===== src/rtl/wb_arb_pkg.sv =====
// Shared types and constants for the Wishbone memory arbiter.
package wb_arb_pkg;

  typedef enum logic [1:0] {
    IDLE  = 2'd0,
    BUSY  = 2'd1,
    ABORT = 2'd2
  } arb_state_e;

  localparam logic [2:0] CTI_CLASSIC = 3'b000;
  localparam logic [2:0] CTI_INCR    = 3'b010;
  localparam logic [2:0] CTI_EOB     = 3'b111;

  function automatic int grant_idx_width(input int n);
    return (n > 1) ? $clog2(n) : 1;
  endfunction

endpackage


===== src/rtl/rr_arbiter.sv =====
// Round-robin picker: first requester at or after the pointer wins.
// The pointer moves to (owner + 1) mod N whenever a grant is released.
module rr_arbiter
  import wb_arb_pkg::*;
#(
  parameter int N = 2
) (
  input  logic         clk,
  input  logic         rstn,
  input  logic [N-1:0] req,
  input  logic [N-1:0] owner,
  input  logic         advance,
  output logic [N-1:0] pick
);

  localparam int IW = grant_idx_width(N);

  logic [IW-1:0] ptr_q;
  logic [IW-1:0] owner_idx;
  logic [IW-1:0] next_ptr;
  logic [IW:0]   cand;
  logic          found;

  // NOTE: every variable written here gets a default first, so no path leaves it unassigned and no latch is inferred.
  always_comb begin
    pick  = '0;
    found = 1'b0;
    cand  = '0;
    for (int i = 0; i < N; i++) begin
      cand = {1'b0, ptr_q} + (IW+1)'(i);
      if (cand >= (IW+1)'(N)) cand = cand - (IW+1)'(N);
      if (!found && req[cand[IW-1:0]]) begin
        pick[cand[IW-1:0]] = 1'b1;
        found              = 1'b1;
      end
    end
  end

  always_comb begin
    owner_idx = '0;
    for (int i = 0; i < N; i++) begin
      if (owner[i]) owner_idx = IW'(i);
    end
  end

  assign next_ptr = (owner_idx == IW'(N-1)) ? '0 : owner_idx + IW'(1);

  // NOTE: state registers use non-blocking assignments so all flops update together at the edge.
  always_ff @(posedge clk or negedge rstn) begin
    if (!rstn)        ptr_q <= '0;
    else if (advance) ptr_q <= next_ptr;
  end

endmodule


===== src/rtl/wb_mem_arbiter.sv =====
// N-to-1 Wishbone B4 arbiter with round-robin grant held for the whole cycle
// and a watchdog that aborts a stalled slave access with an error.
module wb_mem_arbiter
  import wb_arb_pkg::*;
#(
  parameter int NUM_MASTERS = 2,
  parameter int ADDR_WIDTH  = 32,
  parameter int DATA_WIDTH  = 64,
  parameter int TIMEOUT     = 256
) (
  input  logic                                clk,
  input  logic                                rstn,
  input  logic [NUM_MASTERS-1:0]              m_wb_cyc_i,
  input  logic [NUM_MASTERS-1:0]              m_wb_stb_i,
  input  logic [NUM_MASTERS-1:0]              m_wb_we_i,
  input  logic [NUM_MASTERS*ADDR_WIDTH-1:0]   m_wb_adr_i,
  input  logic [NUM_MASTERS*DATA_WIDTH-1:0]   m_wb_dat_i,
  input  logic [NUM_MASTERS*DATA_WIDTH/8-1:0] m_wb_sel_i,
  input  logic [NUM_MASTERS*3-1:0]            m_wb_cti_i,
  input  logic [NUM_MASTERS*2-1:0]            m_wb_bte_i,
  output logic [NUM_MASTERS-1:0]              m_wb_ack_o,
  output logic [NUM_MASTERS-1:0]              m_wb_err_o,
  output logic [NUM_MASTERS-1:0]              m_wb_rty_o,
  output logic [DATA_WIDTH-1:0]               m_wb_dat_o,
  output logic                                s_wb_cyc_o,
  output logic                                s_wb_stb_o,
  output logic                                s_wb_we_o,
  output logic [ADDR_WIDTH-1:0]               s_wb_adr_o,
  output logic [DATA_WIDTH-1:0]               s_wb_dat_o,
  output logic [DATA_WIDTH/8-1:0]             s_wb_sel_o,
  output logic [2:0]                          s_wb_cti_o,
  output logic [1:0]                          s_wb_bte_o,
  input  logic                                s_wb_ack_i,
  input  logic                                s_wb_err_i,
  input  logic                                s_wb_rty_i,
  input  logic [DATA_WIDTH-1:0]               s_wb_dat_i,
  output logic [NUM_MASTERS-1:0]              grant_o,
  output logic                                timeout_o
);

  localparam int SW = DATA_WIDTH / 8;

  arb_state_e             state_q, state_d;
  logic [NUM_MASTERS-1:0] grant_q, grant_d, pick;
  logic                   advance, busy, abort;
  logic                   granted_cyc, granted_stb, stall, wd_fire;

  rr_arbiter #(.N(NUM_MASTERS)) u_rr (
    .clk     (clk),
    .rstn    (rstn),
    .req     (m_wb_cyc_i),
    .owner   (grant_q),
    .advance (advance),
    .pick    (pick)
  );

  // Grant is one-hot and zero when idle, so an idle bus muxes to all zeros.
  always_comb begin
    granted_cyc = 1'b0;
    granted_stb = 1'b0;
    s_wb_we_o   = 1'b0;
    s_wb_adr_o  = '0;
    s_wb_dat_o  = '0;
    s_wb_sel_o  = '0;
    s_wb_cti_o  = '0;
    s_wb_bte_o  = '0;
    for (int k = 0; k < NUM_MASTERS; k++) begin
      if (grant_q[k]) begin
        granted_cyc = m_wb_cyc_i[k];
        granted_stb = m_wb_stb_i[k];
        s_wb_we_o   = m_wb_we_i[k];
        s_wb_adr_o  = m_wb_adr_i[k*ADDR_WIDTH +: ADDR_WIDTH];
        s_wb_dat_o  = m_wb_dat_i[k*DATA_WIDTH +: DATA_WIDTH];
        s_wb_sel_o  = m_wb_sel_i[k*SW +: SW];
        s_wb_cti_o  = m_wb_cti_i[k*3 +: 3];
        s_wb_bte_o  = m_wb_bte_i[k*2 +: 2];
      end
    end
  end

  assign busy       = (state_q == BUSY);
  assign abort      = (state_q == ABORT);
  assign s_wb_cyc_o = busy & granted_cyc;
  assign s_wb_stb_o = busy & granted_cyc & granted_stb;
  assign stall      = s_wb_stb_o & ~(s_wb_ack_i | s_wb_err_i | s_wb_rty_i);

  assign m_wb_ack_o = (busy & s_wb_ack_i) ? grant_q : '0;
  assign m_wb_rty_o = (busy & s_wb_rty_i) ? grant_q : '0;
  assign m_wb_err_o = ((busy & s_wb_err_i) | abort) ? grant_q : '0;
  assign m_wb_dat_o = s_wb_dat_i;
  assign grant_o    = grant_q;
  assign timeout_o  = abort;

  if (TIMEOUT > 0) begin : g_wd
    localparam int CW = (TIMEOUT > 1) ? $clog2(TIMEOUT) : 1;
    logic [CW-1:0] cnt_q;

    assign wd_fire = stall && (cnt_q == CW'(TIMEOUT - 1));

    always_ff @(posedge clk or negedge rstn) begin
      if (!rstn)                 cnt_q <= '0;
      else if (stall && !wd_fire) cnt_q <= cnt_q + CW'(1);
      else                       cnt_q <= '0;
    end
  end else begin : g_no_wd
    assign wd_fire = 1'b0;
  end

  always_comb begin
    state_d = state_q;
    grant_d = grant_q;
    advance = 1'b0;
    unique case (state_q)
      IDLE: begin
        if (|m_wb_cyc_i) begin
          grant_d = pick;
          state_d = BUSY;
        end
      end
      BUSY: begin
        if (!granted_cyc) begin
          state_d = IDLE;
          grant_d = '0;
          advance = 1'b1;
        end else if (wd_fire) begin
          state_d = ABORT;
        end
      end
      ABORT: begin
        state_d = IDLE;
        grant_d = '0;
        advance = 1'b1;
      end
      default: begin
        state_d = IDLE;
        grant_d = '0;
      end
    endcase
  end

  always_ff @(posedge clk or negedge rstn) begin
    if (!rstn) begin
      state_q <= IDLE;
      grant_q <= '0;
    end else begin
      state_q <= state_d;
      grant_q <= grant_d;
    end
  end

endmodule


===== config.mk =====
export PLATFORM = sky130hd
export DESIGN_NAME = wb_mem_arbiter
export DESIGN_NICKNAME = d
export VERILOG_FILES = /design/src/rtl/wb_arb_pkg.sv /design/src/rtl/rr_arbiter.sv /design/src/rtl/wb_mem_arbiter.sv
export SDC_FILE = /design/constraint.sdc
export NUM_CORES = 1
export LEC_CHECK = 0
export CAP_MARGIN = 20
export CORE_AREA = 4 4 185 187
export CTS_BUF_LIST = sky130_fd_sc_hd__clkbuf_4
export DETAILED_ROUTE_END_ITERATION = 12
export DIE_AREA = 0 0 189 191
export GPL_TIMING_DRIVEN = 0
export HOLD_SLACK_MARGIN = 0.08
export PLACE_DENSITY = 0.48
export SLEW_MARGIN = 5
export SYNTH_ARGS = -nofsm -noshare
export SYNTH_HDL_FRONTEND = slang
export SYNTH_SLANG_ARGS = --single-unit

===== constraint.sdc =====
create_clock -name clk -period 4.2 [get_ports clk]
set_clock_uncertainty 0.05 [all_clocks]
set_input_delay 1.26 -clock clk [delete_from_list [all_inputs] [get_ports clk]]
set_output_delay 1.26 -clock clk [all_outputs]
set_load 0.02 [all_outputs]

==> qor.txt, run 1 <==
CTS Buffer Depth - 2
Max cap viols - 0
Max IR drop VDD - 0.177 mV
Clk Tree Root Cell - clkbuf_4
M1 wire length - 9380 um
Synth Area in Compound Gates - 0.455
Post-synth top cells - 109 x a22o_1, 67 x buf_4, 13 x dfrtp_1
Routability Congestion - 0.746
DR top layer - met4
Post-Syn Area per Cell - 8.27 sq um
Cell total after placement - 1138
Place WS - -0.215 ns
Post-synth top flop - dfrtp_1
Cell family with most CP delay - buffers and inverters
CTS tree - built
Critical-path cell list - clkdlybuf4s50_1, nand3b_1, a221oi_4, clkdlybuf4s15_1
Synth area leaders - a22o_1 41%, buf_4 21%, dfrtp_1 14%
Die H - 191 um
Critical Path End Type - primary output
Clock Sink Count - 13
Status - finished, final reports clean
Hpwl dp - 18800 um
RSZ-0062 raised after global routing - no
Slowest CP cell - clkdlybuf4s50_1
Top-area cell type share of the netlist area - 0.408
Max-slew violation count - 0
DR WL met2 - 10100 um
# nets final - 998
Largest family of logic cells by synthesized area - compound AO/OA/AOI/OAI gates
Post-Syn Instances - 283
Number of synthesized flops with an enable pin - 0
Hold Crit Class - reg2reg
CP Data Arrival Time - 2.77 ns
Pwr/cell area - 444 mW/mm^2
# H-tree levels - 1
Post-Synth XOR/XNOR Area - 0.0225
Largest net degree at the start of global routing - 14
Setup TNS - 0 ns
Ys async rst share - 1.00
Die width - 189 um
First-pass GRT wire length - 27800 um
Num CTS Buffers - 3
Row count - 66
Setup CP Type - in2out
Reg clk slew, reported paths - 0.08 ns
P_leak - 2.75 nW
# diodes - 0
Worst Path Buf+Inv - 2
Met3 wire len - 1460 um
Sequential area share after synthesis - 0.139
Final setup fails - 0
Worst path required time - 2.89 ns
DR iter-0 viols - 111
Max_slew headroom - 0.502
Adder-Cell Fraction of Synth Area - 0.0214
DR DRC count - 0
Wire length per cell - 18.6 um
Core Area - 0.0325 sq mm
Final wirelength - 21300 um
Tmin final - 4.08 ns
IO Pins - 478
Startpoint types - primary input
Final Hold Vio Count - 0
First-pass detailed-route iteration total - 4
Biggest area consumer among synthesized cells - a22o_1
Total die area - 0.0361 sq mm
Most common cell in the netlist - a22o_1
Syn-to-layout area delta - 202%
Tot Pwr - 3.13 mW
Via Count - 3838
CP Max Fanout - 5
Period utilization - 0.972
Mux share of post-synthesis cell area - 0.00856
Syn Std Cell Area - 0.00234 sq mm
Post-Synth Simple-Gate Area - 0.0850
Hold-fix buffers at CTS - 0
Number of global-route vias before repair - 3959
Slowest stage delay, CP - 0.56 ns
Synth cell types - 30
Peak Freq - 245 MHz
Layout Cells excl Fill - 1142
Starting Density - 0.0721
Antenna violations before repair - 0
PortBufs - 413
Yosys reg bits - 13
Worst slew pin tran - 0.747 ns
Remaining antenna violation count - 0
Synth warnings - 0
Layout cells sized above 1 - 0.119
GRT Total Usage - 0.103
Smallest setup slack after layout - 0.117 ns
Via/cell ratio - 3.36
Total grt overflow - 0
Syn Nets - 580
Clk_lat worst skew - 0.27 ns
cells by family (layout without fill, tap and decap cells):
logic type,Yosys count,count (layout)
compound gates,122,122
buf+inv,97,514
simple gates,39,39
flops,13,13
xor+xnor,6,6
fa+ha+maj,4,4
mux,2,2
per-stage QoR:
step / hold WS, ns / instance area, sq um / util
2_1_floorplan: 0.405 / 2340 / -
3_3_place_gp: 0.428 / 7030 / 0.217
3_5_place_dp: 0.425 / 7030 / 0.217
4_1_cts: 0.436 / 7050 / 0.217
5_1_grt: 0.471 / 7060 / 0.217
6_report: 0.433 / 7060 / 0.217
cell type report:
type / count / area [sq um]
inverter: 7 / 26.3
sequential: 13 / 325
timing repair buffer: 413 / 4130
buffer: 90 / 604
clock buffer: 4 / 30.0
multi-input combinational: 173 / 1390
tap: 442 / 553
fill: 3586 / 25400
power breakdown:
part           internal, mW  switching (mW)
Combinational          1.37            1.51
Sequential            0.142          0.0200
Clock                0.0432          0.0405
Total                  1.56            1.57
flip-flops by register name, summed over array words and instances (netlist names):
name / count
grant_o: 2
state_q: 2
u_rr.ptr_q: 1
g_wd.cnt_q: 8
routing by layer:
metal / global-route usage / vias up
li1: - / 1856
met1: 0.140 / 1749
met2: 0.172 / 223
met3: 0.0205 / 10
met4: 0.0137 / 0
met5: 0 / -
placed cells by master (no fill, tap or decap):
cell type	instances
nand4_1	1
nand3b_1	2
a21boi_0	2
a32oi_1	1
dfrtp_1	13
buf_1	1
nand2b_1	1
a22o_1	109
nand2_1	9
buf_4	67
inv_1	7
ha_1	4
a221oi_4	1
clkbuf_1	12
clkdlybuf4s15_1	1
clkdlybuf4s50_1	411
xor2_1	3
o21ai_0	4
nor2b_1	3
buf_2	9
nor3_1	2
nand3_1	4
a21o_1	2
or2_2	1
a21oi_1	1
mux2i_1	2
xnor2_1	3
dlygate4sd2_1	1
a32o_1	1
clkbuf_4	5
and4_1	2
nor2_1	9
and3_1	5
a41o_1	1
what timing repair did:
action,in CTS,in global routing
endpoints found under the setup margin,2,5
gates resized for setup,2,2
buffers inserted,0,0
worst paths after layout:
kind                                               from  cells after the start  slack, ns                       to
worst min register to register  g_wd.cnt_q[0]$_DFF_PN0_                      1       0.43  g_wd.cnt_q[0]$_DFF_PN0_
min in group asynchronous                          rstn                      1       1.31  g_wd.cnt_q[6]$_DFF_PN0_
max in group asynchronous                          rstn                      1       2.40  g_wd.cnt_q[3]$_DFF_PN0_
worst min-delay path            g_wd.cnt_q[0]$_DFF_PN0_                      1       0.43  g_wd.cnt_q[0]$_DFF_PN0_
worst max register to register   state_q[1]$_DFFE_PN0P_                      6       2.43   state_q[0]$_DFFE_PN0P_
worst max-delay path                      m_wb_cyc_i[0]                      4       0.12               s_wb_stb_o
(Power assumes the default switching activity.)
==> run 2: changes to the inputs <==
==> constraint.sdc (replaced) <==
create_clock -name clk -period 5 [get_ports clk]
set_clock_uncertainty 0.05 [all_clocks]
set_input_delay 1.5 -clock clk [delete_from_list [all_inputs] [get_ports clk]]
set_output_delay 1.5 -clock clk [all_outputs]
set_load 0.02 [all_outputs]
==> run 2 against run 1 <==
- first-iteration DRC count stayed put
- critical path depth did not move
- routed wire length about the same
- largest cell class unchanged
- largest power group unchanged
==> qor.txt, run 2 (synthesized netlist as in run 1, its figures left out) <==
Status - finished, final reports clean
# diodes - 0 (unchanged)
RSZ-0062 raised after global routing - no
Smallest setup slack after layout - 0.122 ns (+0.00523 ns)
Total die area - 0.0361 sq mm (unchanged)
Starting Density - 0.0721 (unchanged)
Hold Path Stages - 1 (unchanged)
PortBufs - 413 (unchanged)
Critical Path End Type - primary output
R2r startpoint - state_q[1]$_DFFE_PN0P_
Syn-to-layout area delta - 202% (about the same)
Worst path required time - 3.45 ns (+0.56 ns)
Reg power frac - 0.052 (about the same)
Via/cell ratio - 3.36 (unchanged)
Final Hold Vio Count - 0 (unchanged)
Hold Crit Endpoint - g_wd.cnt_q[0]$_DFF_PN0_
Worst r2r path cells - 6 (unchanged)
Comb pwr share - 0.921 (about the same)
Sw frac - 0.502 (about the same)
Core Area - 0.0325 sq mm (unchanged)
Via Count - 3838 (unchanged)
Met3 wire len - 1460 um (unchanged)
IO Pins - 478 (unchanged)
Place WS - 0.105 ns (+0.320 ns)
Largest net degree at the start of global routing - 14 (unchanged)
Startpoint types - primary input
Clk_lat worst skew - 0.27 ns (about the same)
Max FFs per register - 8 (unchanged)
Setup CP Type - in2out
Max cap viols - 0 (unchanged)
Setup TNS - 0 ns (unchanged)
CP Data Arrival Time - 3.33 ns (+0.56 ns)
CTS Buffer Depth - 2 (unchanged)
First-pass detailed-route iteration total - 4 (unchanged)
Sw power - 1.32 mW (-16%)
Clock Sink Count - 13 (unchanged)
Most common cell after layout, fill and taps aside - clkdlybuf4s50_1
# nets final - 998 (unchanged)
First-pass GRT wire length - 27800 um (unchanged)
M1 wire length - 9380 um (about the same)
Pwr/cell area - 373 mW/mm^2 (-16%)
Tmin final - 4.88 ns
Most flops, register - g_wd.cnt_q
Wire length per cell - 18.6 um (about the same)
Hold-fix buffers at CTS - 0 (unchanged)
Period utilization - 0.976
Die H - 191 um (unchanged)
Worst slew pin tran - 0.747 ns (-0.000000894 ns)
P_int - 1.31 mW (-16%)
PostCTS Resize Cnt - 0 (-2)
Hold Startpoint - g_wd.cnt_q[0]$_DFF_PN0_
Num CTS Buffers - 3 (unchanged)
Layout cells sized above 1 - 0.119 (unchanged)
Total grt overflow - 0 (unchanged)
Clock power share - 0.027 (about the same)
DR DRC count - 0 (unchanged)
CTS tree - built
Max-slew violation count - 0 (unchanged)
Die width - 189 um (unchanged)
GRT Total Usage - 0.103 (unchanged)
Post-DP Area - 0.00703 sq mm (unchanged)
Reg clk slew, reported paths - 0.08 ns (about the same)
Tot Pwr - 2.63 mW (-16%)
Final setup fails - 0 (unchanged)
Hpwl dp - 18800 um (unchanged)
Most frequent cells in the layout - 413 x clkdlybuf4s50_1, 109 x a22o_1, 67 x buf_4
# H-tree levels - 1 (unchanged)
Postcts setup bufs - 0 (unchanged)
CP Max Fanout - 5 (unchanged)
DR top layer - met4
Remaining antenna violation count - 0 (unchanged)
DR WL met2 - 10100 um (unchanged)
Final wirelength - 21300 um (about the same)
Reg-to-reg endpoint - state_q[0]$_DFFE_PN0P_
R2R Setup Slk - 3.23 ns (+0.80 ns)
Max_slew headroom - 0.502 (unchanged)
Peak Freq - 205 MHz
Row count - 66 (unchanged)
Hold Crit Class - reg2reg
Number of global-route vias before repair - 3959 (unchanged)
Routability Congestion - 0.746 (unchanged)
Antenna violations before repair - 0 (unchanged)
P_leak - 2.75 nW (-0.18%)
Fin area - 0.00706 sq mm (about the same)
Clk Tree Root Cell - clkbuf_4
DR iter-0 viols - 111 (unchanged)
Max IR drop VDD - 0.149 mV (-16%)
-- run 2: how the worst max path moves through the flow --
stage,startpoint,end,slack (ns)
global route,m_wb_cyc_i[0],s_wb_stb_o,0.009
floorplan,m_wb_cyc_i[0],s_wb_stb_o,1.39
global placement,m_wb_cyc_i[0],s_wb_stb_o,0.12
finish,m_wb_cyc_i[0],s_wb_stb_o,0.12
CTS,m_wb_cyc_i[0],s_wb_stb_o,0.1
detailed placement,m_wb_cyc_i[0],s_wb_stb_o,0.10
-- run 2: cell type report --
class / instances / area [sq um]
fill: 3586 / 25400
timing repair buffer: 413 / 4130
multi-input combinational: 173 / 1390
buffer: 90 / 602
tap: 442 / 553
sequential: 13 / 325
clock buffer: 4 / 30.0
inverter: 7 / 26.3
-- run 2: per-stage QoR --
step / hold WS [ns] / utilization / cells
after CTS: 0.436 / 0.217 / 1142
after detailed placement: 0.425 / 0.217 / 1138
after floorplan: 0.405 / - / 283
after global routing: 0.471 / 0.217 / 1142
after global placement: 0.428 / 0.217 / 1138
final: 0.433 / 0.217 / 1142
-- run 2: power by group through the flow --
| stage | clock network, mW | logic (mW) | registers, mW |
|---|---|---|---|
| after detailed placement | 0 | 2.46 | 0.140 |
| final | 0.0704 | 2.42 | 0.136 |
| after global routing | 0.0821 | 2.57 | 0.140 |
| after floorplan | 0 | 1.17 | 0.137 |
| after CTS | 0.0742 | 2.48 | 0.138 |
| after global placement | 0 | 2.47 | 0.140 |
-- run 2: layer usage --
metal	GRT usage	vias up
li1	-	1856
met1	0.140	1749
met2	0.172	223
met3	0.0205	10
met4	0.0137	0
met5	0	-
-- run 2: worst max-delay path, cell delays in order --
cell and delay (ns):
clkdlybuf4s50_1 0.56, nand3b_1 0.18, a221oi_4 0.39, clkdlybuf4s50_1 0.69
